### src/rtl/jit_cmd_master_if.sv
// Purpose : one valid/ready stream hop (valid, ready, 32-bit data) for the command ring master.
// Latency : none, this is wiring only.
// Backpr. : ready flows from slave to master, and a beat moves when valid && ready.
//
// Ports (modports):
//   master : drives tvalid/tdata, samples tready
//   slave  : samples tvalid/tdata, drives tready
interface jit_cmd_master_if;
    logic        tvalid;
    logic        tready;
    logic [31:0] tdata;

    modport master (output tvalid, output tdata, input tready);
    modport slave  (input tvalid, input tdata, output tready);
endinterface

### src/rtl/jit_cmd_master.sv
// Purpose : ring command master. It injects one host command onto the ring, waits for it to return, and reports the result.
// Latency : at least 4 cycles from host handshake back to IDLE (IDLE, SEND, WAIT, REPORT).
// Backpr. : the host and ring egress stall on their readies, the status is held until accepted, and ring ingress is never stalled.
//
// Ports:
//   ACLK, ARESETN   clock (rising edge), async active-low reset
//   sH  (slave)     host command stream in
//   mR  (master)    ring egress, to the first jit_cmd stage
//   sR  (slave)     ring ingress, from the last jit_cmd stage
//   mS  (master)    status stream out: [31:30] code, [27:16] cmd[11:0], [15:0] latency
//   BUSY            high whenever the FSM is not IDLE
//   STALE_CNT       saturating count of ring beats seen outside WAIT
module jit_cmd_master #(
    parameter int unsigned TIMEOUT = 256
) (
    input  logic                   ACLK,
    input  logic                   ARESETN,
    jit_cmd_master_if.slave        sH,
    jit_cmd_master_if.master       mR,
    jit_cmd_master_if.slave        sR,
    jit_cmd_master_if.master       mS,
    output logic                   BUSY,
    output logic [7:0]             STALE_CNT
);

    typedef enum logic [3:0] {
        IDLE   = 4'b0001,
        SEND   = 4'b0010,
        WAIT   = 4'b0100,
        REPORT = 4'b1000
    } state_t;

    localparam logic [1:0] CODE_OK      = 2'b00;
    localparam logic [1:0] CODE_NOKEY   = 2'b01;
    localparam logic [1:0] CODE_BADRESP = 2'b10;
    localparam logic [1:0] CODE_TIMEOUT = 2'b11;

    localparam logic [15:0] CNT_LAST = 16'(TIMEOUT - 1);
    localparam logic [15:0] LAT_TO   = 16'(TIMEOUT);

    state_t      state;
    state_t      state_nxt;
    logic [31:0] cmd;
    logic [15:0] lat_cnt;
    logic [31:0] status;
    logic [7:0]  stale_cnt;

    logic        report_en;
    logic [1:0]  code_nxt;
    logic [15:0] lat_nxt;

    // Next-state logic and the classification of the returning word.
    always_comb begin
        state_nxt = state;
        report_en = 1'b0;
        code_nxt  = CODE_OK;
        lat_nxt   = lat_cnt;
        case (state)
            IDLE: begin
                if (sH.tvalid) state_nxt = SEND;
            end
            SEND: begin
                if (mR.tready) state_nxt = WAIT;
            end
            WAIT: begin
                // A beat on the same cycle as the last count wins over the timeout.
                if (sR.tvalid) begin
                    state_nxt = REPORT;
                    report_en = 1'b1;
                    if (sR.tdata == {28'd0, cmd[11:8]})
                        code_nxt = CODE_OK;
                    else if (sR.tdata == cmd)
                        code_nxt = CODE_NOKEY;
                    else
                        code_nxt = CODE_BADRESP;
                end else if (lat_cnt == CNT_LAST) begin
                    state_nxt = REPORT;
                    report_en = 1'b1;
                    code_nxt  = CODE_TIMEOUT;
                    lat_nxt   = LAT_TO;
                end
            end
            REPORT: begin
                if (mS.tready) state_nxt = IDLE;
            end
            default: state_nxt = IDLE;
        endcase
    end

    always_ff @(posedge ACLK or negedge ARESETN) begin
        if (!ARESETN) begin
            state <= IDLE;
        end else begin
            state <= state_nxt;
        end
    end

    always_ff @(posedge ACLK or negedge ARESETN) begin
        if (!ARESETN) begin
            cmd       <= '0;
            lat_cnt   <= '0;
            status    <= '0;
            stale_cnt <= '0;
        end else begin
            if (state == IDLE && sH.tvalid)
                cmd <= sH.tdata;

            if (state == SEND && mR.tready)
                lat_cnt <= '0;
            else if (state == WAIT && !report_en)
                lat_cnt <= lat_cnt + 16'd1;

            if (report_en)
                status <= {code_nxt, 2'b00, cmd[11:0], lat_nxt};

            // Ingress is always ready, so any beat outside WAIT is dropped here.
            // This includes late answers to commands that already timed out.
            if (sR.tvalid && state != WAIT && stale_cnt != 8'hFF)
                stale_cnt <= stale_cnt + 8'd1;
        end
    end

    assign sH.tready = (state == IDLE);
    assign mR.tvalid = (state == SEND);
    assign mR.tdata  = (state == SEND) ? cmd : 32'd0;
    assign sR.tready = ARESETN;
    assign mS.tvalid = (state == REPORT);
    assign mS.tdata  = status;
    assign BUSY      = (state != IDLE);
    assign STALE_CNT = stale_cnt;

endmodule

### src/flat_wrapper.sv
// flat-port wrapper written by rule: the top's interface ports become plain ports
module jit_cmd_master_flat 
#(
    parameter int unsigned TIMEOUT = 256
)
  (ACLK, ARESETN, BUSY, STALE_CNT, sH_tvalid, sH_tdata, sH_tready, mR_tvalid, mR_tdata, mR_tready, sR_tvalid, sR_tdata, sR_tready, mS_tvalid, mS_tdata, mS_tready);
  jit_cmd_master_if sH_i ();
  jit_cmd_master_if mR_i ();
  jit_cmd_master_if sR_i ();
  jit_cmd_master_if mS_i ();
  input  logic ACLK;
  input  logic ARESETN;
  output logic BUSY;
  output logic [7:0] STALE_CNT;
  input wire logic [$bits(sH_i.tvalid)-1:0] sH_tvalid;
  input wire logic [$bits(sH_i.tdata)-1:0] sH_tdata;
  output wire logic [$bits(sH_i.tready)-1:0] sH_tready;
  output wire logic [$bits(mR_i.tvalid)-1:0] mR_tvalid;
  output wire logic [$bits(mR_i.tdata)-1:0] mR_tdata;
  input wire logic [$bits(mR_i.tready)-1:0] mR_tready;
  input wire logic [$bits(sR_i.tvalid)-1:0] sR_tvalid;
  input wire logic [$bits(sR_i.tdata)-1:0] sR_tdata;
  output wire logic [$bits(sR_i.tready)-1:0] sR_tready;
  output wire logic [$bits(mS_i.tvalid)-1:0] mS_tvalid;
  output wire logic [$bits(mS_i.tdata)-1:0] mS_tdata;
  input wire logic [$bits(mS_i.tready)-1:0] mS_tready;
  assign sH_i.tvalid = sH_tvalid;
  assign sH_i.tdata = sH_tdata;
  assign sH_tready = sH_i.tready;
  assign mR_tvalid = mR_i.tvalid;
  assign mR_tdata = mR_i.tdata;
  assign mR_i.tready = mR_tready;
  assign sR_i.tvalid = sR_tvalid;
  assign sR_i.tdata = sR_tdata;
  assign sR_tready = sR_i.tready;
  assign mS_tvalid = mS_i.tvalid;
  assign mS_tdata = mS_i.tdata;
  assign mS_i.tready = mS_tready;
  jit_cmd_master #(.TIMEOUT(TIMEOUT)) u_core (.ACLK(ACLK), .ARESETN(ARESETN), .sH(sH_i), .mR(mR_i), .sR(sR_i), .mS(mS_i), .BUSY(BUSY), .STALE_CNT(STALE_CNT));
endmodule
### config.mk
export PLATFORM = sky130hd
export DESIGN_NAME = jit_cmd_master_flat
export DESIGN_NICKNAME = d
export VERILOG_FILES = /design/src/rtl/jit_cmd_master_if.sv /design/src/rtl/jit_cmd_master.sv /design/src/flat_wrapper.sv
export SDC_FILE = /design/constraint.sdc
export NUM_CORES = 1
export LEC_CHECK = 0
export BUFFER_PORTS_ARGS = -buffer_cell sky130_fd_sc_hd__buf_2
export CORE_MARGIN = 5
export CORE_UTILIZATION = 35
export DETAILED_ROUTE_END_ITERATION = 16
export HOLD_SLACK_MARGIN = 0.1
export MAX_ROUTING_LAYER = met4
export PLACE_DENSITY = 0.62
export SLEW_MARGIN = 5
export SYNTH_ARGS = -nofsm -noshare
export SYNTH_HDL_FRONTEND = slang
export SYNTH_SLANG_ARGS = --single-unit
### constraint.sdc
create_clock -name ACLK -period 2.5 [get_ports ACLK]
set_input_delay 0.375 -clock ACLK [delete_from_list [all_inputs] [get_ports ACLK]]
set_output_delay 0.375 -clock ACLK [all_outputs]
set_load 0.1 [all_outputs]
==> insert_results.sql, run 1 <==
INSERT INTO impl_metrics (metric_group, metric, value, unit) VALUES
('critical_path', 'timing.critical_path.cells', 'nor4b_4 > buf_4 > and2_1 > buf_12', ''),
('clocking', 'post_cts_buffers', '0', ''),
('clocking', 'clock_edge_transition_at_the_registers_on_the_reported_setup_and_hold_paths', '70', 'ps'),
('timing', 'fin_crit_sh', '93.58', '%'),
('final_layout', 'layout.cell_area.non_filler', '6178', 'µm²'),
('logic_synthesis', 'synth_top_area_share', '50.47', '%'),
('timing', 'fmaxAchievable', '427.4', 'MHz'),
('clocking', 'clock_tree.htree_level_count', '3', ''),
('detailed_routing', 'num_vias', '3595', ''),
('clocking', 'cts_hold_buffers', '0', ''),
('global_route', 'grt_pass1_wl', '20620', 'µm'),
('timing', 'worst_slew_margin_rel', '37.22', '%'),
('clocking', 'post_cts.resized_instances', '0', ''),
('floorplan', 'core_area', '12470', 'µm²'),
('clocking', 'clk_path_buf_depth', '2', ''),
('clocking', 'tritoncts.num_buffers', '9', ''),
('critical_path', 'delay_contributed_by_the_slowest_stage_of_the_critical_path', '520', 'ps'),
('critical_path', 'worst-r2r-setup-slack', '340', 'ps'),
('min_path', 'min_path_type', 'input port to async pin', ''),
('timing', 'fin_setup_tns', '0', 'ps'),
('floorplan', 'fp.dieArea', '14950', 'µm²'),
('logic_synthesis', 'syn-mean-instance-area', '10.90', 'µm²'),
('logic_synthesis', 'leading_area_contributor_after_synthesis', 'sky130_fd_sc_hd__dfrtp_1', ''),
('final_layout', 'drive_gt1_share', '38.81', '%'),
('placed_design', 'placement.setup.worst_slack', '345.2', 'ps'),
('logic_synthesis', 'synth_flop_cell', 'sky130_fd_sc_hd__dfrtp_1', ''),
('detailed_routing', 'route.detailed.wl_per_inst', '17.80', 'µm'),
('final_layout', 'layout.core_utilization', '49.56', '%'),
('logic_synthesis', 'number_of_flops_mapped_to_enable_cells_by_yosys', '0', ''),
('detailed_routing', 'routed_wirelength', '12920', 'µm'),
('outcome', 'status', 'finished, final reports clean', ''),
('final_layout', 'nets', '621', ''),
('timing', 'finalMaxSlewViolations', '0', ''),
('final_layout', 'area_delta_synth_final', '40.01', '%'),
('final_layout', 'num-fill-cells', '1170', ''),
('critical_path', 'crit_type', 'flop to output pin', ''),
('timing', 'fin_worst_skew', '8.693', 'ps'),
('critical_path', 'critical-path-slowest-cell', 'sky130_fd_sc_hd__dfrtp_1', ''),
('timing', 'timing_worst_slew_pin_value', '941.7', 'ps'),
('clocking', 'numClockSinks', '90', ''),
('detailed_routing', 'vias_per_cell', '4.952', ''),
('placed_design', 'placement.io_buffers', '144', ''),
('timing', 'finalCriticalPeriod', '2340', 'ps'),
('logic_synthesis', 'post_synth_instance_area', '4413', 'µm²'),
('detailed_routing', 'detailedRoute.firstIterationViolations', '153', ''),
('global_route', 'grt_max_degree', '91', ''),
('logic_synthesis', 'multiplexer_share_of_the_synthesized_area', '8.421', '%'),
('logic_synthesis', 'postSynth.asyncResetShare', '100.0', '%'),
('critical_path', 'r2r.worst_path.cells', '4', ''),
('global_route', 'number_of_global_route_vias_before_repair', '3860', ''),
('global_route', 'grt_antenna_before_repair', '0', ''),
('timing', 'timing.final.ws_setup', '160.4', 'ps'),
('critical_path', 'critPathCaptureType', 'output pin', ''),
('detailed_routing', 'antenna_violating_nets_left', '0', ''),
('logic_synthesis', 'netlist_top_cells_area', 'sky130_fd_sc_hd__dfrtp_1 50%, sky130_fd_sc_hd__xor2_1 9.1%, sky130_fd_sc_hd__mux2_2 8.4%, sky130_fd_sc_hd__and2_1 5.2%, sky130_fd_sc_hd__nand2_1 4.4%', ''),
('floorplan', 'die-width', '122.3', 'µm'),
('placed_design', 'placement.cell_area', '5858', 'µm²'),
('logic_synthesis', 'synth.yosys.seq_area_share', '51.06', '%'),
('logic_synthesis', 'netlist-cell-type-count', '43', ''),
('logic_synthesis', 'synth-adder-area-share', '0.5671', '%'),
('global_route', 'grt_use_total', '18.49', '%'),
('placed_design', 'gp_congestion', '0.8233', ''),
('power_and_ir_drop', 'p_per_area', '1205', 'nW/µm²'),
('final_layout', 'diodes', '0', ''),
('floorplan', 'fp.dieH', '122.3', 'µm'),
('critical_path', 'rr_endpoint', 'u_core.mS.tdata[30]', ''),
('detailed_routing', 'post-route-drc-count', '0', ''),
('logic_synthesis', 'post_synth_xor_area_fraction', '10.52', '%'),
('timing', 'finalHoldViolations', '0', ''),
('critical_path', 'setup.worst_path.start_class', 'flop', ''),
('timing', 'grt_setup_unrepaired', 'no', '');
## cell usage after synthesis, types with 2 or more instances
| library cell | instances |
|---|---|
| sky130_fd_sc_hd__o211ai_1 | 2 |
| sky130_fd_sc_hd__nand3_1 | 10 |
| sky130_fd_sc_hd__buf_4 | 3 |
| sky130_fd_sc_hd__a21oi_1 | 3 |
| sky130_fd_sc_hd__dfrtp_1 | 89 |
| sky130_fd_sc_hd__o21ai_0 | 4 |
| sky130_fd_sc_hd__nand2b_1 | 3 |
| sky130_fd_sc_hd__clkbuf_1 | 6 |
| sky130_fd_sc_hd__nor2_1 | 20 |
| sky130_fd_sc_hd__xnor2_1 | 7 |
| sky130_fd_sc_hd__ha_1 | 2 |
| sky130_fd_sc_hd__nor4_1 | 18 |
| sky130_fd_sc_hd__or4_1 | 3 |
| sky130_fd_sc_hd__buf_2 | 4 |
| sky130_fd_sc_hd__and3_1 | 4 |
| sky130_fd_sc_hd__nand2_1 | 52 |
| sky130_fd_sc_hd__nand4_1 | 12 |
| sky130_fd_sc_hd__and4_1 | 4 |
| sky130_fd_sc_hd__inv_1 | 3 |
| sky130_fd_sc_hd__buf_1 | 4 |
| sky130_fd_sc_hd__and2_1 | 37 |
| sky130_fd_sc_hd__nor4b_1 | 2 |
| sky130_fd_sc_hd__a22o_1 | 15 |
| sky130_fd_sc_hd__xor2_1 | 46 |
| sky130_fd_sc_hd__nor3_1 | 2 |
| sky130_fd_sc_hd__mux2_2 | 33 |
## sequential cells by signal (all words and copies together) (netlist names)
signal	cells
u_core.mS.tdata	30
u_core.state	4
u_core.cmd	32
u_core.lat_cnt	16
u_core.STALE_CNT	8
## cell usage in the layout (no fill, tap or decap), types with 4 or more instances in the layout
| cell | n |
|---|---|
| sky130_fd_sc_hd__a22o_1 | 15 |
| sky130_fd_sc_hd__and2_1 | 29 |
| sky130_fd_sc_hd__and2_2 | 8 |
| sky130_fd_sc_hd__and3_1 | 4 |
| sky130_fd_sc_hd__and4_1 | 4 |
| sky130_fd_sc_hd__buf_12 | 34 |
| sky130_fd_sc_hd__buf_2 | 110 |
| sky130_fd_sc_hd__buf_4 | 6 |
| sky130_fd_sc_hd__clkbuf_16 | 9 |
| sky130_fd_sc_hd__dfrtp_1 | 89 |
| sky130_fd_sc_hd__mux2_2 | 33 |
| sky130_fd_sc_hd__nand2_1 | 52 |
| sky130_fd_sc_hd__nand3_1 | 10 |
| sky130_fd_sc_hd__nand4_1 | 12 |
| sky130_fd_sc_hd__nor2_1 | 19 |
| sky130_fd_sc_hd__nor4_1 | 18 |
| sky130_fd_sc_hd__o21ai_0 | 4 |
| sky130_fd_sc_hd__xnor2_1 | 7 |
| sky130_fd_sc_hd__xor2_1 | 46 |
## cells by family (layout without fill, tap and decap cells)
family | after synthesis | count (layout)
compound gates | 31 | 31
xor+xnor | 53 | 53
simple gates | 174 | 174
other cells | 1 | 2
mux | 33 | 33
flops | 90 | 90
fa+ha+maj | 2 | 2
buf+inv | 21 | 169
## worst max-delay path, delay by kind of cell, from the launching register on
kind | cells | cell delay (ps)
buf+inv | 2 | 560
simple gates | 2 | 530
flops | 1 | 520
## cell type report
cell class / instances / area, µm² / share of cell area [%]
sequential: 90 / 2253 / 36.47
tap: 172 / 215.2 / 3.483
multi-input combinational: 295 / 2102 / 34.02
timing repair buffer: 150 / 1276 / 20.66
clock inverter: 5 / 77.57 / 1.256
clock buffer: 11 / 242.7 / 3.929
inverter: 3 / 11.26 / 0.1823
## routing by layer
layer	up-vias	part of all wire [%]	global-route usage, %	routed length, µm
li1	1694	-	-	-
met1	1740	42	22.75	5394
met3	14	7.6	4.977	979
met5	-	0	-	0
met2	147	49	29.82	6363
met4	0	1.4	5.808	187
## worst max path at each step
stage                                     end                start  slack [ps]  cells after the start
after CTS                         mR_tdata[6]      u_core.state[1]         110                      4
after detailed placement  u_core.mS.tdata[30]      u_core.state[1]         350                      4
after global routing              mR_tdata[6]      u_core.state[1]          30                      4
final                             mR_tdata[0]      u_core.state[1]         160                      4
after global placement    u_core.mS.tdata[30]      u_core.state[1]         340                      4
after floorplan           u_core.STALE_CNT[4]  u_core.STALE_CNT[0]          40                      6
## stage by stage
step	cells	power (µW)
2_1_floorplan	406	4947
3_3_place_gp	710	5958
3_5_place_dp	710	6029
4_1_cts	726	7526
5_1_grt	726	7765
6_report	726	7444
## power breakdown
part           switching [µW]  internal (µW)  leakage (µW)
Sequential                499           1880       0.00115
Clock                     570            900      0.000156
Combinational            2490           1110       0.00165
Power figures use the tool's default switching activity.
==> inputs of run 2 (changes only) <==
Settings changed: CTS_BUF_LIST from default to sky130_fd_sc_hd__clkbuf_4.
==> run 2 against run 1 <==
Routed wire length grew 1.3%. Clock skew up 11 ps. Design area up 0.65%. Register-to-register slack worse by 20 ps. Largest power group unchanged. Highest routed layer unchanged.
==> insert_results.sql, run 2 (same netlist as run 1, synthesis figures left out) <==
INSERT INTO impl_metrics (metric_group, metric, value, unit) VALUES
('outcome', 'status', 'finished, final reports clean', ''),
('critical_path', 'critPathCaptureType', 'output pin', ''),
('placed_design', 'dp_hpwl', '9729', 'µm'),
('clocking', 'clk_path_buf_depth', '2', ''),
('clocking', 'numClockSinks', '90', ''),
('final_layout', 'layout.area.seq', '2255', 'µm²'),
('detailed_routing', 'detailedRoute.firstIterationViolations', '209', ''),
('critical_path', 'setup.worst_path.start_class', 'flop', ''),
('timing', 'grt_setup_unrepaired', 'no', ''),
('detailed_routing', 'route.detailed.wl_per_inst', '17.57', 'µm'),
('detailed_routing', 'num_vias', '3661', ''),
('floorplan', 'die-width', '122.3', 'µm'),
('final_layout', 'area_delta_synth_final', '40.91', '%'),
('global_route', 'globalRoute.totalOverflow', '0', ''),
('min_path', 'min_path_type', 'input port to flop', ''),
('final_layout', 'nets', '640', ''),
('timing', 'fin_worst_skew', '19.92', 'ps'),
('critical_path', 'r2r.worst_path.cells', '4', ''),
('final_layout', 'drive_gt1_share', '37.70', '%'),
('clocking', 'clockRootBuffer', 'sky130_fd_sc_hd__clkbuf_4', ''),
('floorplan', 'initial_core_util', '35.40', '%'),
('critical_path', 'critical_path.endpoint', 'mR_tdata[0]', ''),
('clocking', 'tritoncts_clock_tree', 'done', ''),
('detailed_routing', 'total_iterations_of_the_first_detailed_routing_run', '4', ''),
('global_route', 'grt_antenna_before_repair', '0', ''),
('final_layout', 'flip_flop_count_of_the_largest_register_all_copies_and_words_added', '32', ''),
('final_layout', 'multi_input_comb_area', '2102', 'µm²'),
('placed_design', 'placement.io_buffers', '144', ''),
('timing', 'fin_setup_tns', '0', 'ps'),
('clocking', 'clock_tree.htree_level_count', '3', ''),
('critical_path', 'critical_path.max_fanout', '35', ''),
('placed_design', 'placement.setup.worst_slack', '345.2', 'ps'),
('final_layout', 'diodes', '0', ''),
('critical_path', 'rr_endpoint', 'u_core.mS.tdata[30]', ''),
('timing', 'finalCriticalPeriod', '2380', 'ps'),
('global_route', 'number_of_global_route_vias_before_repair', '3896', ''),
('floorplan', 'fp.dieArea', '14950', 'µm²'),
('timing', 'finalHoldViolations', '0', ''),
('clocking', 'clock_edge_transition_at_the_registers_on_the_reported_setup_and_hold_paths', '150', 'ps'),
('placed_design', 'gp_congestion', '0.8233', ''),
('power_and_ir_drop', 'power.static_leakage', '0.002966', 'µW'),
('final_layout', 'most-common-layout-cells', '110 x sky130_fd_sc_hd__buf_2, 88 x sky130_fd_sc_hd__dfrtp_1, 52 x sky130_fd_sc_hd__nand2_1', ''),
('clocking', 'insertion_delay', '470', 'ps'),
('timing', 'fin_crit_sh', '95.18', '%'),
('global_route', 'grt_max_degree', '91', ''),
('global_route', 'grt_use_total', '18.74', '%'),
('global_route', 'grt_pass1_wl', '20800', 'µm'),
('power_and_ir_drop', 'p_per_area', '1116', 'nW/µm²'),
('detailed_routing', 'antenna_violating_nets_left', '0', ''),
('timing', 'timing_worst_slew_pin_value', '927.2', 'ps'),
('run', 'max_cap_viol_count', '0', ''),
('final_layout', 'layout.cells.most_common', 'sky130_fd_sc_hd__buf_2', ''),
('critical_path', 'timing.critical_path.arrival', '2000', 'ps'),
('detailed_routing', 'routed_wirelength', '13090', 'µm'),
('detailed_routing', 'vias_per_cell', '4.914', ''),
('timing', 'fmaxAchievable', '420.3', 'MHz'),
('min_path', 'hold_path.startpoint', 'sH_tdata[3]', ''),
('floorplan', 'fp.dieH', '122.3', 'µm'),
('timing', 'timing.final.ws_setup', '120.5', 'ps'),
('floorplan', 'std_cell_rows', '41', ''),
('detailed_routing', 'post-route-drc-count', '0', ''),
('critical_path', 'worst-r2r-setup-slack', '320', 'ps'),
('power_and_ir_drop', 'vdd_drop_max', '0.5289', 'mV'),
('timing', 'worst_slew_margin_rel', '38.19', '%'),
('critical_path', 'reg2reg_from', 'u_core.state[1]', ''),
('final_layout', 'top_register', 'u_core.cmd', ''),
('floorplan', 'core_area', '12470', 'µm²'),
('timing', 'finalMaxSlewViolations', '0', ''),
('final_layout', 'num-fill-cells', '1156', ''),
('clocking', 'post_cts_buffers', '0', ''),
('clocking', 'tritoncts.num_buffers', '9', ''),
('critical_path', 'worstPathRequired', '2120', 'ps'),
('timing', 'setup_viol', '0', ''),
('critical_path', 'worstSetupStartpoint', 'u_core.state[2]', ''),
('critical_path', 'crit_type', 'flop to output pin', ''),
('floorplan', 'pin_count', '147', '');
run 2: worst min-delay path by stage:
stage / endpoint / slack [ps] / depth (start not counted)
after floorplan: u_core.STALE_CNT[0] / 80 / 0
after global placement: u_core.mS.tdata[26] / 460 / 2
after detailed placement: u_core.mS.tdata[27] / 460 / 2
after CTS: u_core.cmd[6] / 100 / 2
after global routing: u_core.cmd[3] / 110 / 2
final: u_core.cmd[3] / 130 / 2
run 2: cell type report:
class | count | share of cell area, %
inverter | 3 | 0.1811
tap | 172 | 3.461
clock inverter | 6 | 1.308
timing repair buffer | 169 | 23.78
sequential | 90 | 36.26
multi-input combinational | 295 | 33.80
clock buffer | 10 | 1.207
run 2: repair_timing:
item                                    in CTS  in global routing
hold buffers                                16                  3
gates resized for setup                      1                  3
endpoints found under the hold margin      104                  3
endpoints found under the setup margin      32                 32
pin swaps                                    0                  0
run 2: where the power goes:
group / leakage, µW / switching, µW / internal, µW
sequential: 0.00115 / 501 / 1870
clock: 0.0000838 / 521 / 411
combinational: 0.00173 / 2490 / 1140
total: 0.00297 / 3510 / 3420
run 2: critical path, stage by stage, from the launching register on:
cell and delay, ps:
sky130_fd_sc_hd__dfrtp_1 510, sky130_fd_sc_hd__nor4b_4 390, sky130_fd_sc_hd__buf_12 230, sky130_fd_sc_hd__and2_1 210, sky130_fd_sc_hd__buf_12 190
run 2: per-layer routing:
| metal | vias up | part of all wire (%) | GRT usage [%] |
|---|---|---|---|
| met3 | 18 | 7.6 | 5.300 |
| met2 | 141 | 49 | 30.33 |
| met5 | - | 0 | - |
| met1 | 1768 | 41 | 22.65 |
| met4 | 0 | 1.7 | 6.228 |
| li1 | 1734 | - | - |
run 2: through the flow:
| stage | hold WS [ps] | std cells | util [%] | instance area (µm²) | power, µW |
|---|---|---|---|---|---|
| 3_3_place_gp | 455.8 | 710 | 46.99 | 5858 | 5958 |
| 4_1_cts | 100.7 | 742 | 49.56 | 6178 | 6992 |
| 3_5_place_dp | 460.0 | 710 | 46.99 | 5858 | 6029 |
| 6_report | 130.9 | 745 | 49.88 | 6218 | 6938 |
| 2_1_floorplan | 79.41 | 406 | - | 4453 | 4947 |
| 5_1_grt | 105.3 | 745 | 49.88 | 6218 | 7248 |
